<file path="src/rtl/counter_pkg.sv">
// rtl/counter_pkg.sv - shared constants for the counter family
package counter_pkg;

    // Event source selection
    localparam int EM_LEVEL = 0;
    localparam int EM_RISE  = 1;
    localparam int EM_BOTH  = 2;

    // Count direction as seen on the dir input
    localparam logic DIR_UP   = 1'b1;
    localparam logic DIR_DOWN = 1'b0;

endpackage

</file>
<file path="src/rtl/edge_detect.sv">
// rtl/edge_detect.sv - single-input rise/fall detector
module edge_detect (
    input  logic clk,
    input  logic reset,
    input  logic in,
    output logic rise,
    output logic fall
);

    logic in_q;
    logic in_d;

    assign in_d = in;

    // Previous-cycle sample of in; runs every cycle regardless of enable or load
    always_ff @(posedge clk) begin
        if (reset) begin
            in_q <= 1'b0;
        end else begin
            in_q <= in_d;
        end
    end

    // A high input right after reset reads as a rising edge since in_q starts low
    always_comb begin
        rise = in & ~in_q;
        fall = ~in & in_q;
    end

endmodule

</file>
<file path="src/rtl/edge_counter.sv">
// rtl/edge_counter.sv - mode-selectable modulo event counter with tc/out/ovf
module edge_counter
    import counter_pkg::*;
#(
    parameter int WIDTH     = 8,
    parameter int MODULO    = 10,
    parameter int EDGE_MODE = EM_RISE,
    parameter int SATURATE  = 0
) (
    input  logic             clk,
    input  logic             reset,
    input  logic             en,
    input  logic             in,
    input  logic             dir,
    input  logic             load,
    input  logic [WIDTH-1:0] load_val,
    input  logic             clr_ovf,
    output logic [WIDTH-1:0] count,
    output logic             tc,
    output logic             out,
    output logic             ovf
);

    // Top of the count range; for MODULO = 2^WIDTH this is all ones
    localparam logic [WIDTH-1:0] MAX_VAL = WIDTH'(MODULO - 1);
    // One bit wider so MODULO = 2^WIDTH is representable in the load clamp
    localparam logic [WIDTH:0]   MOD_EXT = (WIDTH + 1)'(MODULO);

    logic             rise;
    logic             fall;
    logic             event_w;
    logic [WIDTH-1:0] load_clamped;

    logic [WIDTH-1:0] count_q, count_d;
    logic             tc_q, tc_d;
    logic             out_q, out_d;
    logic             ovf_q, ovf_d;

    edge_detect u_edge_detect (
        .clk   (clk),
        .reset (reset),
        .in    (in),
        .rise  (rise),
        .fall  (fall)
    );

    // Event source mux; mode 2 yields at most one event per cycle
    always_comb begin
        event_w = 1'b0;
        case (EDGE_MODE)
            EM_LEVEL: event_w = en;
            EM_RISE:  event_w = en & rise;
            EM_BOTH:  event_w = en & (rise | fall);
            default:  event_w = 1'b0;
        endcase
    end

    // Out-of-range load values are pinned to the top of the range
    always_comb begin
        load_clamped = load_val;
        if ({1'b0, load_val} >= MOD_EXT) begin
            load_clamped = MAX_VAL;
        end
    end

    // Next-state: load beats event; tc only on wrap; ovf set beats clear
    always_comb begin
        count_d = count_q;
        tc_d    = 1'b0;
        out_d   = out_q;
        ovf_d   = ovf_q & ~clr_ovf;
        if (load) begin
            count_d = load_clamped;
        end else if (event_w) begin
            if (dir == DIR_UP) begin
                if (count_q != MAX_VAL) begin
                    count_d = count_q + 1'b1;
                end else if (SATURATE != 0) begin
                    ovf_d = 1'b1;
                end else begin
                    count_d = '0;
                    tc_d    = 1'b1;
                    out_d   = ~out_q;
                end
            end else begin
                if (count_q != '0) begin
                    count_d = count_q - 1'b1;
                end else if (SATURATE != 0) begin
                    ovf_d = 1'b1;
                end else begin
                    count_d = MAX_VAL;
                    tc_d    = 1'b1;
                    out_d   = ~out_q;
                end
            end
        end
    end

    // State registers with synchronous active-high reset
    always_ff @(posedge clk) begin
        if (reset) begin
            count_q <= '0;
            tc_q    <= 1'b0;
            out_q   <= 1'b0;
            ovf_q   <= 1'b0;
        end else begin
            count_q <= count_d;
            tc_q    <= tc_d;
            out_q   <= out_d;
            ovf_q   <= ovf_d;
        end
    end

    assign count = count_q;
    assign tc    = tc_q;
    assign out   = out_q;
    assign ovf   = ovf_q;

endmodule

</file>
<file path="config.mk">
export PLATFORM = sky130hd
export DESIGN_NAME = edge_counter
export DESIGN_NICKNAME = d
export VERILOG_FILES = /design/src/rtl/counter_pkg.sv /design/src/rtl/edge_detect.sv /design/src/rtl/edge_counter.sv
export SDC_FILE = /design/constraint.sdc
export NUM_CORES = 1
export LEC_CHECK = 0
export CORE_MARGIN = 2
export CORE_UTILIZATION = 42
export DETAILED_ROUTE_END_ITERATION = 8
export PLACE_DENSITY = 0.74
export SLEW_MARGIN = 40
export SYNTH_ARGS = -nofsm -noshare
export SYNTH_HDL_FRONTEND = slang
export SYNTH_HIERARCHICAL = 1
export SYNTH_SLANG_ARGS = --single-unit
export TNS_END_PERCENT = 30
</file>
<file path="constraint.sdc">
create_clock -name clk -period 1.99 [get_ports clk]
set_input_delay 0.597 -clock clk [delete_from_list [all_inputs] [get_ports clk]]
set_output_delay 0.597 -clock clk [all_outputs]
set_load 0.03 [all_outputs]
</file>
==> impl_metrics.xml, run 1 <==
<?xml version="1.0" encoding="UTF-8"?>
<metrics>
  <group name="timing">
    <metric name="timing.final.hold_violations" unit="">0</metric>
    <metric name="hold-worst-slack" unit="ns">0.4732</metric>
    <metric name="worst_margin_pin_slew" unit="ns">0.4526</metric>
    <metric name="report.final.setup_viol" unit="">0</metric>
    <metric name="maxSlewHeadroom" unit="%">69.76</metric>
    <metric name="unrepaired_setup_endpoints_after_global_routing" unit="">yes</metric>
    <metric name="finalCritPeriodShare" unit="%">97.53</metric>
    <metric name="report.final.slew_viol_count" unit="">0</metric>
    <metric name="period_needed" unit="ns">1.941</metric>
    <metric name="finClkSkew" unit="ns">0.001559</metric>
    <metric name="fmax" unit="GHz">0.5152</metric>
  </group>
  <group name="synthesis">
    <metric name="yosys_warnings" unit="">6</metric>
    <metric name="synth_fp_nets" unit="">139</metric>
    <metric name="avgSynthCellArea" unit="sq um">7.664</metric>
    <metric name="post_synth_inst_count" unit="">120</metric>
    <metric name="synth.cell_area" unit="sq um">919.6</metric>
  </group>
  <group name="floorplan">
    <metric name="core_outline_area" unit="sq um">2022</metric>
    <metric name="pin_count" unit="">26</metric>
    <metric name="floorplan.die.height" unit="um">50.80</metric>
    <metric name="start_util" unit="%">45.48</metric>
    <metric name="die_area" unit="sq um">2580</metric>
    <metric name="rows" unit="">16</metric>
    <metric name="die-width" unit="um">50.80</metric>
  </group>
  <group name="critical_path">
    <metric name="cp.required" unit="ns">1.39</metric>
    <metric name="slowest_stage" unit="">clkdlybuf4s50_1</metric>
    <metric name="cp_top_family" unit="">buffers and inverters</metric>
    <metric name="rr_worst_depth" unit="">9</metric>
    <metric name="worstPathArrival" unit="ns">1.34</metric>
    <metric name="worst_reg2reg_path_endpoint" unit="">count[6]</metric>
    <metric name="reg2reg_slack" unit="ns">0.10</metric>
    <metric name="worstSetupPathType" unit="">flip-flop to primary output</metric>
    <metric name="worstPathCellList" unit="">clkdlybuf4s50_1</metric>
    <metric name="timing.critical_path.slowest_cell_delay" unit="ns">0.69</metric>
    <metric name="critical_path.startpoint_type" unit="">flip-flop</metric>
    <metric name="critical_path.reg2reg.startpoint" unit="">count[1]</metric>
    <metric name="cp_num_buf_inv" unit="">1</metric>
    <metric name="path_max_fanout" unit="">3</metric>
    <metric name="cp-end-kind" unit="">primary output</metric>
  </group>
  <group name="worst_hold_path">
    <metric name="hold-path-cell-count" unit="">1</metric>
    <metric name="min_from" unit="">ovf</metric>
    <metric name="hold_path.class" unit="">flip-flop to flip-flop</metric>
    <metric name="whs_endpoint" unit="">ovf</metric>
  </group>
  <group name="pwr">
    <metric name="ir_worst_vdd" unit="mV">0.3586</metric>
    <metric name="swShare" unit="%">30.85</metric>
    <metric name="netSwitchingPower" unit="uW">215.9</metric>
    <metric name="power_frac_seq" unit="%">36.3</metric>
    <metric name="cellPowerDensity" unit="nW/um^2">488.1</metric>
    <metric name="power.share.combinational" unit="%">34.7</metric>
    <metric name="p_int" unit="uW">483.9</metric>
    <metric name="leakagePower" unit="nW">0.6206</metric>
    <metric name="totalPowerFinal" unit="uW">699.9</metric>
    <metric name="fraction_of_power_consumed_by_the_clock_network" unit="%">28.9</metric>
  </group>
  <group name="global_routing">
    <metric name="groute.usage.overall" unit="%">23.30</metric>
    <metric name="total_congestion_overflow" unit="">0</metric>
    <metric name="grt_max_degree" unit="">14</metric>
    <metric name="first_pass_grt_wire_length" unit="um">4616</metric>
    <metric name="antenna_violations_before_repair" unit="">0</metric>
    <metric name="vias_in_the_first_global_route" unit="">1032</metric>
  </group>
  <group name="place">
    <metric name="port_buffers" unit="">25</metric>
    <metric name="gpl.final_weighted_congestion" unit="">0.9049</metric>
    <metric name="place_hpwl" unit="um">2096</metric>
    <metric name="numPlacedInstances" unit="">189</metric>
  </group>
  <group name="clock_network">
    <metric name="clkLatencyLatePin" unit="ns">0.28</metric>
    <metric name="clock_path_buffers" unit="">2</metric>
    <metric name="cts.reportedPaths.clkPinSlew" unit="ns">0.08</metric>
    <metric name="ctsRootBufferMaster" unit="">clkbuf_4</metric>
    <metric name="cts_max_level" unit="">1</metric>
    <metric name="cts.sink_count" unit="">12</metric>
    <metric name="cts_made_buffers" unit="">3</metric>
    <metric name="tritoncts" unit="">built</metric>
  </group>
  <group name="job">
    <metric name="maxCapViolCount" unit="">0</metric>
  </group>
  <group name="drt">
    <metric name="postRouteWirelength" unit="um">2769</metric>
    <metric name="drt_pass1_iterations" unit="">4</metric>
    <metric name="drt_first_iter_violations" unit="">57</metric>
    <metric name="drc" unit="">0</metric>
    <metric name="route.vias.total" unit="">1097</metric>
    <metric name="number_of_vias_per_cell" unit="">5.655</metric>
    <metric name="drt.antenna.violating_nets" unit="">0</metric>
    <metric name="wl_per_cell" unit="um">14.27</metric>
  </group>
  <group name="run_status">
    <metric name="outcome" unit="">finished, final reports clean</metric>
  </group>
  <group name="cells_and_area">
    <metric name="diodes" unit="">0</metric>
    <metric name="layout.filler_cells" unit="">160</metric>
    <metric name="area.growth.synth_to_final" unit="%">55.92</metric>
    <metric name="post_layout_instance_count_excluding_filler_cells" unit="">194</metric>
    <metric name="fraction_of_final_layout_cells_with_drive_strength_greater_than_1" unit="%">25.75</metric>
    <metric name="design.final.nets" unit="">187</metric>
  </group>
</metrics>
worst max-delay path by stage:
stage              from        to  slack [ns]  depth (start not counted)
2_1_floorplan  count[0]  count[2]        0.08                          7
3_3_place_gp         in  count[7]       -0.17                          7
3_5_place_dp         in  count[6]       -0.26                          6
4_1_cts        count[4]  count[4]       0.008                          1
5_1_grt              in  count[3]    -0.00001                          7
6_report       count[2]  count[2]        0.05                          1
sequential cells by signal, indices dropped and copies added, names as in the netlist:
register,cells
count,8
out,1
ovf,1
tc,1
u_edge_detect/in_q,1
cell type report:
cell class | instances | area [sq um] | share of cell area [%]
clock buffers | 4 | 36.28 | 2.531
inverters | 4 | 15.01 | 1.047
multi-input cells | 96 | 659.4 | 45.99
flip-flops and latches | 12 | 242.7 | 16.93
well taps | 27 | 33.78 | 2.356
repair buffers | 51 | 446.7 | 31.15
power groups by stage:
| stage | Sequential [mW] | Combinational, mW | Clock, mW |
|---|---|---|---|
| final | 0.254 | 0.243 | 0.203 |
| after global routing | 0.255 | 0.266 | 0.215 |
| after CTS | 0.253 | 0.227 | 0.204 |
| after detailed placement | 0.259 | 0.228 | 0 |
| after global placement | 0.259 | 0.223 | 0 |
| after floorplan | 0.277 | 0.0996 | 0 |
per-stage QoR:
step	util (%)	TNS [ns]	cell area [sq um]	worst slack, ns
3_3_place_gp	67.26	-0.9033	1360	-0.1738
4_1_cts	68.87	0	1393	0.008183
5_1_grt	70.92	-0.00001199	1434	-0.00001199
3_5_place_dp	67.26	-1.472	1360	-0.2611
2_1_floorplan	-	0	922.1	0.08194
6_report	70.92	0	1434	0.04917
cells in the final DEF (no fill, tap or decap), types with 4 or more instances in the layout:
cell type	count
buf_4	26
clkdlybuf4s50_1	20
nor2_1	12
a21oi_1	10
dfxtp_1	10
nand2_1	8
o21ai_0	7
nand3_1	6
nor4_1	4
xor2_1	4
xnor2_1	4
per-layer routing:
layer,routed length [um],track usage (%),part of all wire (%)
met2,1349,39.25,49
met5,0,0,0
met3,211,3.571,7.6
met4,36,5.856,1.3
met1,1172,30.97,42
timing repair:
action,CTS,global route
cloned,0,0
endpoints found under the setup margin,3,10
gates resized for setup,3,10
buffers inserted,0,1
pin swaps,0,6
endpoints found under the hold margin,0,0
hold buffers,0,0
No activity file was read; power rests on OpenSTA's default activity.
==> run 2: changes to the inputs <==
--- a/config.mk
+++ b/config.mk
@@ -6,9 +6,9 @@
 export NUM_CORES = 1
 export LEC_CHECK = 0
 export CORE_MARGIN = 2
-export CORE_UTILIZATION = 42
+export CORE_UTILIZATION = 47
 export DETAILED_ROUTE_END_ITERATION = 8
-export PLACE_DENSITY = 0.74
+export PLACE_DENSITY = 0.79
 export SLEW_MARGIN = 40
 export SYNTH_ARGS = -nofsm -noshare
 export SYNTH_HDL_FRONTEND = slang
==> constraint.sdc (replaced) <==
create_clock -name clk -period 2 [get_ports clk]
set_input_delay 0.6 -clock clk [delete_from_list [all_inputs] [get_ports clk]]
set_output_delay 0.6 -clock clk [all_outputs]
set_load 0.03 [all_outputs]
==> impl_metrics.xml, run 2 (same netlist as run 1, synthesis figures left out) <==
<?xml version="1.0" encoding="UTF-8"?>
<metrics>
  <group name="timing">
    <metric name="hold-worst-slack" unit="ns">0.4789</metric>
    <metric name="finalCritPeriodShare" unit="%">97.39</metric>
    <metric name="period_needed" unit="ns">1.948</metric>
    <metric name="maxSlewHeadroom" unit="%">74.72</metric>
    <metric name="unrepaired_setup_endpoints_after_global_routing" unit="">yes</metric>
    <metric name="report.final.setup_viol" unit="">0</metric>
    <metric name="report.final.slew_viol_count" unit="">0</metric>
    <metric name="fmax" unit="GHz">0.5134</metric>
    <metric name="worst_margin_pin_slew" unit="ns">0.3757</metric>
    <metric name="finClkSkew" unit="ns">0.003099</metric>
    <metric name="timing.final.hold_violations" unit="">0</metric>
    <metric name="fin_tns_setup" unit="ns">0</metric>
  </group>
  <group name="clock_network">
    <metric name="cts.sink_count" unit="">12</metric>
    <metric name="clkLatencyLatePin" unit="ns">0.28</metric>
    <metric name="cts_max_level" unit="">1</metric>
    <metric name="cts.reportedPaths.clkPinSlew" unit="ns">0.08</metric>
    <metric name="cts_made_buffers" unit="">3</metric>
    <metric name="tritoncts" unit="">built</metric>
    <metric name="ctsRootBufferMaster" unit="">clkbuf_4</metric>
    <metric name="postCtsHoldBufs" unit="">0</metric>
    <metric name="clock_path_buffers" unit="">2</metric>
  </group>
  <group name="global_routing">
    <metric name="vias_in_the_first_global_route" unit="">1027</metric>
    <metric name="groute.usage.overall" unit="%">27.55</metric>
    <metric name="antenna_violations_before_repair" unit="">0</metric>
    <metric name="met2_layer_usage_reported_by_global_route" unit="%">45.79</metric>
    <metric name="top_usage_layer" unit="">met2</metric>
    <metric name="globalRouteMet1Util" unit="%">35.20</metric>
    <metric name="grt_max_degree" unit="">14</metric>
    <metric name="grt_util_met3" unit="%">4.444</metric>
    <metric name="first_pass_grt_wire_length" unit="um">4436</metric>
    <metric name="total_congestion_overflow" unit="">0</metric>
  </group>
  <group name="pwr">
    <metric name="ir_worst_vdd" unit="mV">0.4136</metric>
    <metric name="totalPowerFinal" unit="uW">648.8</metric>
    <metric name="cellPowerDensity" unit="nW/um^2">460.1</metric>
    <metric name="leakagePower" unit="nW">0.5989</metric>
  </group>
  <group name="place">
    <metric name="placedInstanceArea" unit="sq um">1349</metric>
    <metric name="place_hpwl" unit="um">2164</metric>
    <metric name="gpl.final_weighted_congestion" unit="">1.008</metric>
    <metric name="port_buffers" unit="">25</metric>
  </group>
  <group name="critical_path">
    <metric name="reg2reg_slack" unit="ns">0.05</metric>
    <metric name="critical_path.reg2reg.startpoint" unit="">count[0]</metric>
    <metric name="worstSetupPathType" unit="">flip-flop to flip-flop</metric>
    <metric name="critical_path.startpoint_type" unit="">flip-flop</metric>
    <metric name="path_max_fanout" unit="">3</metric>
    <metric name="worstPathCellList" unit="">inv_4, ha_4, or3b_4, nor4b_4, buf_4, nor2_1, a22oi_1, o41ai_2</metric>
    <metric name="worstPathArrival" unit="ns">2.11</metric>
    <metric name="cp-end-kind" unit="">flip-flop</metric>
    <metric name="slowest_stage" unit="">or3b_4</metric>
    <metric name="timing.critical_path.slowest_cell_delay" unit="ns">0.40</metric>
    <metric name="rr_worst_depth" unit="">8</metric>
    <metric name="cp.required" unit="ns">2.16</metric>
    <metric name="worst_reg2reg_path_endpoint" unit="">count[5]</metric>
  </group>
  <group name="drt">
    <metric name="drt_pass1_iterations" unit="">4</metric>
    <metric name="wl_per_cell" unit="um">14.92</metric>
    <metric name="postRouteWirelength" unit="um">2849</metric>
    <metric name="number_of_vias_per_cell" unit="">5.916</metric>
    <metric name="route.vias.total" unit="">1130</metric>
    <metric name="drc" unit="">0</metric>
    <metric name="drt_first_iter_violations" unit="">85</metric>
    <metric name="drt.antenna.violating_nets" unit="">0</metric>
  </group>
  <group name="floorplan">
    <metric name="core_outline_area" unit="sq um">1783</metric>
    <metric name="die-width" unit="um">48.24</metric>
    <metric name="start_util" unit="%">51.58</metric>
    <metric name="rows" unit="">15</metric>
    <metric name="pin_count" unit="">26</metric>
    <metric name="floorplan.die.height" unit="um">48.24</metric>
    <metric name="die_area" unit="sq um">2327</metric>
  </group>
  <group name="job">
    <metric name="maxCapViolCount" unit="">0</metric>
  </group>
  <group name="cells_and_area">
    <metric name="largest_register_ff_count" unit="">8</metric>
    <metric name="design.final.nets" unit="">187</metric>
    <metric name="diodes" unit="">0</metric>
    <metric name="post-route-cell-area" unit="sq um">1410</metric>
    <metric name="most-common-layout-cells" unit="">buf_4, clkdlybuf4s50_1, nor2_1</metric>
    <metric name="layout.filler_cells" unit="">128</metric>
    <metric name="final_common_cell" unit="">buf_4</metric>
    <metric name="fraction_of_final_layout_cells_with_drive_strength_greater_than_1" unit="%">23.49</metric>
    <metric name="area.growth.synth_to_final" unit="%">53.33</metric>
  </group>
  <group name="worst_hold_path">
    <metric name="hold-path-cell-count" unit="">1</metric>
    <metric name="whs_endpoint" unit="">ovf</metric>
    <metric name="min_from" unit="">ovf</metric>
    <metric name="hold_path.class" unit="">flip-flop to flip-flop</metric>
  </group>
  <group name="run_status">
    <metric name="outcome" unit="">finished, final reports clean</metric>
  </group>
</metrics>
run 2: layer usage:
metal	wire length, um	vias to the layer above
met3	241	13
met4	72	0
met1	1152	518
met2	1382	65
met5	0	-
li1	-	534
run 2: how the worst max path moves through the flow:
stage / startpoint / endpoint / slack (ns) / depth (start not counted)
4_1_cts: count[0] / count[2] / -0.03 / 7
6_report: count[0] / count[5] / 0.05 / 8
3_5_place_dp: in / count[6] / -0.19 / 6
5_1_grt: count[1] / count[2] / -0.05 / 7
3_3_place_gp: in / count[6] / -0.08 / 6
2_1_floorplan: count[1] / count[2] / 0.005 / 7
run 2: final cells by class:
class / instances / area (sq um) / share of cell area (%)
clock buffers: 3 / 22.52 / 1.597
multi-input cells: 96 / 654.4 / 46.41
repair buffers: 51 / 442.9 / 31.41
inverters: 4 / 17.52 / 1.242
flip-flops and latches: 12 / 241.5 / 17.13
well taps: 25 / 31.28 / 2.218
run 2: report_power, final:
group          total, mW  internal, mW  switching [mW]  leakage, nW
combinational      0.239         0.120           0.118        0.487
clock              0.157        0.0700          0.0873       0.0138
sequential         0.253         0.247         0.00597       0.0980
total              0.649         0.437           0.211        0.599
run 2: per-stage QoR:
| stage | std cells | worst slack [ns] | util (%) |
|---|---|---|---|
| after floorplan | 120 | 0.005332 | - |
| after global placement | 186 | -0.08435 | 75.65 |
| after detailed placement | 186 | -0.1923 | 75.65 |
| after CTS | 189 | -0.02644 | 76.63 |
| after global routing | 191 | -0.04578 | 79.09 |
| final | 191 | 0.05220 | 79.09 |
run 2: critical path: cells and delay by family (launching register included):
kind,cells,cell delay (ns)
simple gates,3,0.82
flops,1,0.34
buf+inv,2,0.25
compound gates,2,0.30
fa+ha+maj,1,0.13
run 2: timing repair:
item | in CTS | in global routing
endpoints found under the setup margin | 5 | 6
gates resized for setup | 4 | 8
buffers inserted | 0 | 2
pin swaps | 1 | 3
hold endpoints to repair | 0 | 0
